==> src/rtl/mem_ctrl_pkg.sv <==
// mem_ctrl_pkg
//   Shared types and constants for the unified RAM port controller:
//   FSM state encoding, requesting-port id, request length codes and
//   the RAM data bus width, plus a helper turning a length code into a
//   byte count.
package mem_ctrl_pkg;

    typedef enum logic [1:0] {
        ST_IDLE = 2'd0,
        ST_RD   = 2'd1,
        ST_WR   = 2'd2,
        ST_DONE = 2'd3
    } state_t;

    typedef enum logic {
        PORT_IF  = 1'b0,
        PORT_MEM = 1'b1
    } port_t;

    localparam logic [1:0] MEM_LEN_BYTE = 2'b00;
    localparam logic [1:0] MEM_LEN_HALF = 2'b01;
    localparam logic [1:0] MEM_LEN_WORD = 2'b10;

    localparam int RAM_DATA_W = 8;

    // Byte count for a length code; the reserved code 11 behaves as a word.
    function automatic logic [2:0] len_bytes(input logic [1:0] len);
        logic [2:0] n;
        case (len)
            MEM_LEN_BYTE: n = 3'd1;
            MEM_LEN_HALF: n = 3'd2;
            default:      n = 3'd4;
        endcase
        return n;
    endfunction

endpackage

==> src/rtl/mem_ctrl.sv <==
// mem_ctrl
//   Shares one byte-wide RAM port between instruction fetch (IF) and data
//   access (MEM). Each 8/16/32-bit request is split into byte transfers,
//   little-endian. MEM has fixed priority over IF.
//
// Ports
//   clk, rst                 clock, asynchronous active-high reset
//   if_req_i / if_addr_i     word fetch request and byte address
//   if_data_o / if_done_o    fetched word, valid during the one-cycle done pulse
//   mem_req_i, mem_we_i      data request, 1=store 0=load
//   mem_len_i                00=byte 01=half 10/11=word
//   mem_addr_i, mem_wdata_i  data byte address and store data
//   mem_rdata_o / mem_done_o zero-extended load data and done pulse
//   stallreq_if_o/_mem_o     pipeline freeze requests (combinational)
//   ram_addr_o, ram_dout_o   RAM byte address and write byte
//   ram_wr_o                 1=write current byte
//   ram_din_i                RAM read byte, one cycle after its address
//
// state | meaning
// ------+-----------------------------------------------------------
// IDLE  | arbitrate and latch the winning request
// RD    | issue byte addresses, collect bytes one cycle later
// WR    | issue one byte write per cycle
// DONE  | one-cycle done pulse with data, no arbitration
import mem_ctrl_pkg::*;

module mem_ctrl #(
    parameter int ADDR_W = 17
) (
    input  logic              clk,
    input  logic              rst,
    input  logic              if_req_i,
    input  logic [31:0]       if_addr_i,
    output logic [31:0]       if_data_o,
    output logic              if_done_o,
    input  logic              mem_req_i,
    input  logic              mem_we_i,
    input  logic [1:0]        mem_len_i,
    input  logic [31:0]       mem_addr_i,
    input  logic [31:0]       mem_wdata_i,
    output logic [31:0]       mem_rdata_o,
    output logic              mem_done_o,
    output logic              stallreq_if_o,
    output logic              stallreq_mem_o,
    output logic [ADDR_W-1:0] ram_addr_o,
    output logic [7:0]        ram_dout_o,
    output logic              ram_wr_o,
    input  logic [7:0]        ram_din_i
);

    state_t                 r_state;
    port_t                  r_port;
    logic [2:0]             r_n;
    logic [2:0]             r_cnt;
    logic [ADDR_W-1:0]      r_base;
    logic [31:0]            r_wdata;
    logic [31:0]            r_buf;
    logic [31:0]            r_if_data;
    logic                   r_if_done;
    logic [31:0]            r_mem_rdata;
    logic                   r_mem_done;
    logic [ADDR_W-1:0]      r_ram_addr;
    logic [RAM_DATA_W-1:0]  r_ram_dout;
    logic                   r_ram_wr;

    logic [31:0]            w_merged;
    logic [7:0]             w_wbyte_next;
    logic [ADDR_W-1:0]      w_next_addr;
    logic                   w_last_addr;
    logic                   w_unused;

    // Upper address bits are dropped: the RAM only decodes ADDR_W bits.
    assign w_unused = ^{if_addr_i[31:ADDR_W], mem_addr_i[31:ADDR_W]};

    // Address of the byte after the current one; wraps modulo 2^ADDR_W.
    assign w_next_addr = r_base + ADDR_W'(r_cnt) + ADDR_W'(1);
    assign w_last_addr = ((r_cnt + 3'd1) == r_n);

    // Byte arriving now belongs to the address issued last cycle, lane cnt-1.
    always_comb begin
        w_merged = r_buf;
        case (r_cnt)
            3'd1:    w_merged[7:0]   = ram_din_i;
            3'd2:    w_merged[15:8]  = ram_din_i;
            3'd3:    w_merged[23:16] = ram_din_i;
            3'd4:    w_merged[31:24] = ram_din_i;
            default: w_merged        = r_buf;
        endcase
    end

    always_comb begin
        w_wbyte_next = 8'h00;
        case (r_cnt)
            3'd0:    w_wbyte_next = r_wdata[15:8];
            3'd1:    w_wbyte_next = r_wdata[23:16];
            3'd2:    w_wbyte_next = r_wdata[31:24];
            default: w_wbyte_next = 8'h00;
        endcase
    end

    always_ff @(posedge clk or posedge rst) begin
        if (rst) begin
            r_state     <= ST_IDLE;
            r_port      <= PORT_IF;
            r_n         <= 3'd0;
            r_cnt       <= 3'd0;
            r_base      <= '0;
            r_wdata     <= 32'h0;
            r_buf       <= 32'h0;
            r_if_data   <= 32'h0;
            r_if_done   <= 1'b0;
            r_mem_rdata <= 32'h0;
            r_mem_done  <= 1'b0;
            r_ram_addr  <= '0;
            r_ram_dout  <= 8'h00;
            r_ram_wr    <= 1'b0;
        end else begin
            // Done and data are single-cycle; cleared unless set below.
            r_if_done   <= 1'b0;
            r_mem_done  <= 1'b0;
            r_if_data   <= 32'h0;
            r_mem_rdata <= 32'h0;

            case (r_state)
                ST_IDLE: begin
                    r_cnt <= 3'd0;
                    r_buf <= 32'h0;
                    if (mem_req_i) begin
                        r_port     <= PORT_MEM;
                        r_n        <= len_bytes(mem_len_i);
                        r_base     <= mem_addr_i[ADDR_W-1:0];
                        r_wdata    <= mem_wdata_i;
                        r_ram_addr <= mem_addr_i[ADDR_W-1:0];
                        if (mem_we_i) begin
                            r_ram_wr   <= 1'b1;
                            r_ram_dout <= mem_wdata_i[7:0];
                            r_state    <= ST_WR;
                        end else begin
                            r_state    <= ST_RD;
                        end
                    end else if (if_req_i) begin
                        r_port     <= PORT_IF;
                        r_n        <= 3'd4;
                        r_base     <= if_addr_i[ADDR_W-1:0];
                        r_wdata    <= 32'h0;
                        r_ram_addr <= if_addr_i[ADDR_W-1:0];
                        r_state    <= ST_RD;
                    end
                end

                ST_RD: begin
                    if (r_cnt != 3'd0) begin
                        r_buf <= w_merged;
                    end
                    if (r_cnt == r_n) begin
                        r_ram_addr <= '0;
                        r_state    <= ST_DONE;
                        if (r_port == PORT_IF) begin
                            r_if_done <= 1'b1;
                            r_if_data <= w_merged;
                        end else begin
                            r_mem_done  <= 1'b1;
                            r_mem_rdata <= w_merged;
                        end
                    end else begin
                        r_cnt      <= r_cnt + 3'd1;
                        // One idle address cycle while the last byte returns.
                        r_ram_addr <= w_last_addr ? '0 : w_next_addr;
                    end
                end

                ST_WR: begin
                    if (w_last_addr) begin
                        r_ram_addr <= '0;
                        r_ram_dout <= 8'h00;
                        r_ram_wr   <= 1'b0;
                        r_mem_done <= 1'b1;
                        r_state    <= ST_DONE;
                    end else begin
                        r_cnt      <= r_cnt + 3'd1;
                        r_ram_addr <= w_next_addr;
                        r_ram_dout <= w_wbyte_next;
                    end
                end

                ST_DONE: begin
                    r_state <= ST_IDLE;
                end

                default: begin
                    r_state <= ST_IDLE;
                end
            endcase
        end
    end

    assign if_data_o      = r_if_data;
    assign if_done_o      = r_if_done;
    assign mem_rdata_o    = r_mem_rdata;
    assign mem_done_o     = r_mem_done;
    assign ram_addr_o     = r_ram_addr;
    assign ram_dout_o     = r_ram_dout;
    assign ram_wr_o       = r_ram_wr;
    assign stallreq_if_o  = if_req_i & ~r_if_done;
    assign stallreq_mem_o = mem_req_i & ~r_mem_done;

endmodule

==> config.mk <==
export PLATFORM = sky130hd
export DESIGN_NAME = mem_ctrl
export DESIGN_NICKNAME = d
export VERILOG_FILES = /design/src/rtl/mem_ctrl_pkg.sv /design/src/rtl/mem_ctrl.sv
export SDC_FILE = /design/constraint.sdc
export NUM_CORES = 1
export LEC_CHECK = 0
export CAP_MARGIN = 10
export CORE_MARGIN = 5
export CORE_UTILIZATION = 60
export DETAILED_ROUTE_END_ITERATION = 12
export DONT_BUFFER_PORTS = 1
export PLACE_DENSITY = 0.76
export SYNTH_ARGS = -nofsm -noshare
export SYNTH_HDL_FRONTEND = slang
export SYNTH_SLANG_ARGS = --single-unit
export TNS_END_PERCENT = 50
==> constraint.sdc <==
create_clock -name clk -period 13 [get_ports clk]
set_input_delay 0.65 -clock clk [delete_from_list [all_inputs] [get_ports clk]]
set_output_delay 0.65 -clock clk [all_outputs]
set_load 0.01 [all_outputs]
==> metrics <==
floorplan die area 15,300 sq um; data arrival at the endpoint of the critical path 3.43 ns; Design Power 2.06 mW; utilization after layout 0.669; count of filler cells inserted in the layout 977; Antenna Violating Nets Remaining 0; final weighted congestion in routability-driven placement 0.810; cell type of the slowest stage on the worst timing path sky130_fd_sc_hd__ha_1; post-CTS clock slew at the launch and capture registers of the worst setup and hold paths 0.06 ns; routed via count 5,416; Vert. Die Dim 124 um; Period Utilization, post-route 0.240; Area after DPL 7770 sq um; average vias per placed instance 5.83; yosys synthesis warning count 0; final design area excluding fillers 8450 sq um; antenna violations before repair 0; Clock Sinks 174; Worst Skew 0.00713 ns; largest net degree at the start of global routing 89; clock tree from TritonCTS done; number of design rule violations left after detail routing 0; ratio of cells with drive above 1 in the final layout 0.0806; Final Hold Viols 0; proportion of synthesized chip area in sequential cells 0.562; crit start category flop; Routed Wire Length 17,700 um; Worst Reg2Reg Path Length in Cells 6; Initial DRT Pass Iterations 5; buffers from clock root to sink, at most 2; DR WL/cell 19.0 um; post-synthesis net count 897; Nets 868; type of destination of the critical path flop; number of buffer and inverter stages on the critical path 1; half-perimeter wire length after placement 12,000 um; remaining max-slew budget at the tightest pin 0.222; Syn Inst Count 773; Setup TNS Final 0 ns; Skew-Pair Late Insertion Delay 0.43 ns; top flip-flop cell by instance count after synthesis sky130_fd_sc_hd__dfrtp_1; GRT Resource Usage Total 0.243; total core area 12,600 sq um; crit-path cells inv_1 > ha_1 > nand2_1 > nand2_1 > o21ai_1 > a22o_1; setup fix buffers added after clock tree synthesis 0; dpl ws 9.87 ns; minimum setup slack in the final design 9.87 ns; number of endpoints failing setup at the final stage 0; total of buffers placed on input and output ports 0; top cell family by delay on the critical path simple AND/OR/NAND/NOR gates; Net Sw Frac 0.381; ranking of synthesized cells by instance count sky130_fd_sc_hd__dfrtp_1 (174), sky130_fd_sc_hd__nand2_1 (169), sky130_fd_sc_hd__nor2_1 (71); path type of the worst setup path reg2reg; mean cell area of the mapped netlist 10.0 sq um; cell area after synthesis 7740 sq um; async set-or-reset flop fraction in the synthesized netlist 1.00; Crit path top cell by count sky130_fd_sc_hd__nand2_1; combinational share of power 0.332; I/O pin count 205; H-Tree Level Count 4; PD cells 244 nW/um^2; clock power share 0.269; count of flip-flops with a built-in enable after synthesis 0; Chip Width 124 um; Internal Pwr Total 1.28 mW; part of the total power dissipated in sequential elements 0.399; setup repair after global routing missed its margin false; post-route insts no fill 929; P_sw 0.785 mW; number of violations of the max-capacitance limit 0; global-route wire length before repair 28,400 um; minimum clock period after layout 3.13 ns; initial cell density of the core 0.614; Synth area leader sky130_fd_sc_hd__dfrtp_1; Worst Path Max Fanout 32; reported leakage power 3.95 nW; Resize count post-CTS 0; leading post-synthesis cells by cell area sky130_fd_sc_hd__dfrtp_1 (56%), sky130_fd_sc_hd__nand2_1 (8.2%), sky130_fd_sc_hd__mux2i_1 (5.0%); synth unique cells 54; layout overhead on the synthesized area 9.05%; Slew Viols, Final 0; Inserted Clock Buffers 17; cell at the root of the clock tree sky130_fd_sc_hd__clkbuf_16; count of placed standard cells including taps 896; logic depth of the worst setup path including buffers 6; WP data required 13.31 ns; kind of path behind the tightest hold check in2async; slew of the pin with the lowest slew margin 1.17 ns; most repeated cell in the gate-level netlist after synthesis sky130_fd_sc_hd__dfrtp_1; ant diodes 0; first-iteration detailed-routing DRC count 353; Placement Rows 41; highest ir drop seen on vdd 0.111 mV; portion of synthesized cell area occupied by the leading cell type 0.562; Worst path max stage delay 0.91 ns; outcome finished clean; via count of the first global-routing pass 5,458; post-synthesis sequential element count 174; Fin Hold WS 0.207 ns; Highest Clock Rate 320 MHz; count of hold buffers inserted by post-cts repair 0; global route overflow 0
==> cell families after synthesis <==
logic type      after synthesis  synth area share
simple gates                319             0.179
flops                       174             0.562
compound gates              134             0.113
buf+inv                      66            0.0372
mux                          52            0.0693
xor+xnor                     15            0.0170
fa+ha+maj                    13            0.0220
==> power by group through the flow <==
stage / logic, mW / clock network [mW] / registers [mW]
floorplan: 0.565 / 0 / 0.789
global placement: 0.647 / 0 / 0.820
detailed placement: 0.678 / 0 / 0.830
CTS: 0.687 / 0.560 / 0.821
global route: 0.770 / 0.583 / 0.841
finish: 0.685 / 0.554 / 0.821
==> placed cells by master, fill, tap and decap left out, drive strengths merged, types with 5 or more instances in the layout <==
master  netlist  routed
dfrtp       174     174
nand2       170     170
nor2         71      71
o21ai        62      62
mux2i        39      39
nand3        37      37
clkbuf       31      21
inv          14      16
mux2         13      13
ha           12      12
nor2b        12      12
o21a         10      10
xnor2         9       9
a31oi         9       9
o221ai        9       9
a22o          9       9
a32oi         8       8
a21oi         7       7
xor2          6       6
nand2b        5       5
and3          5       5
==> final timing paths <==
check | startpoint | end | slack, ns
max | r_state[1]$_DFFE_PP0P_ | r_buf[16]$_DFFE_PP0P_ | 9.87
min | rst | mem_rdata_o[6]$_DFF_PP0_ | 0.21
max reg2reg | r_state[1]$_DFFE_PP0P_ | r_buf[16]$_DFFE_PP0P_ | 9.87
min reg2reg | r_wdata[23]$_DFFE_PP0P_ | r_wdata[23]$_DFFE_PP0P_ | 0.47
max in group asynchronous | rst | if_data_o[22]$_DFF_PP0_ | 11.49
min in group clk | mem_len_i[0] | r_n[0]$_DFFE_PP0P_ | 0.31
==> sequential cells by signal (all words and copies together) (netlist names), 2 cells and up <==
register,cells
if_data_o,32
mem_rdata_o,32
r_buf,32
r_wdata,24
r_base,17
ram_addr_o,17
ram_dout_o,8
r_cnt,3
r_n,3
r_state,2
==> routing by layer <==
metal | part of all wire | global-route usage | vias to the layer above
li1 | - | - | 2555
met1 | 0.41 | 0.304 | 2633
met2 | 0.50 | 0.406 | 202
met3 | 0.070 | 0.0640 | 26
met4 | 0.018 | 0.0907 | 0
met5 | 0 | 0 | -
==> layout make-up <==
cell class	instances	area, sq um	area share
flip-flops and latches	174	4350	0.516
repair buffers	4	50.0	0.00593
well taps	172	215	0.0255
multi-input cells	533	3120	0.369
clock buffers	21	470	0.0557
inverters	14	57.6	0.00681
clock inverters	11	179	0.0212
No activity file was read; power rests on OpenSTA's default activity.
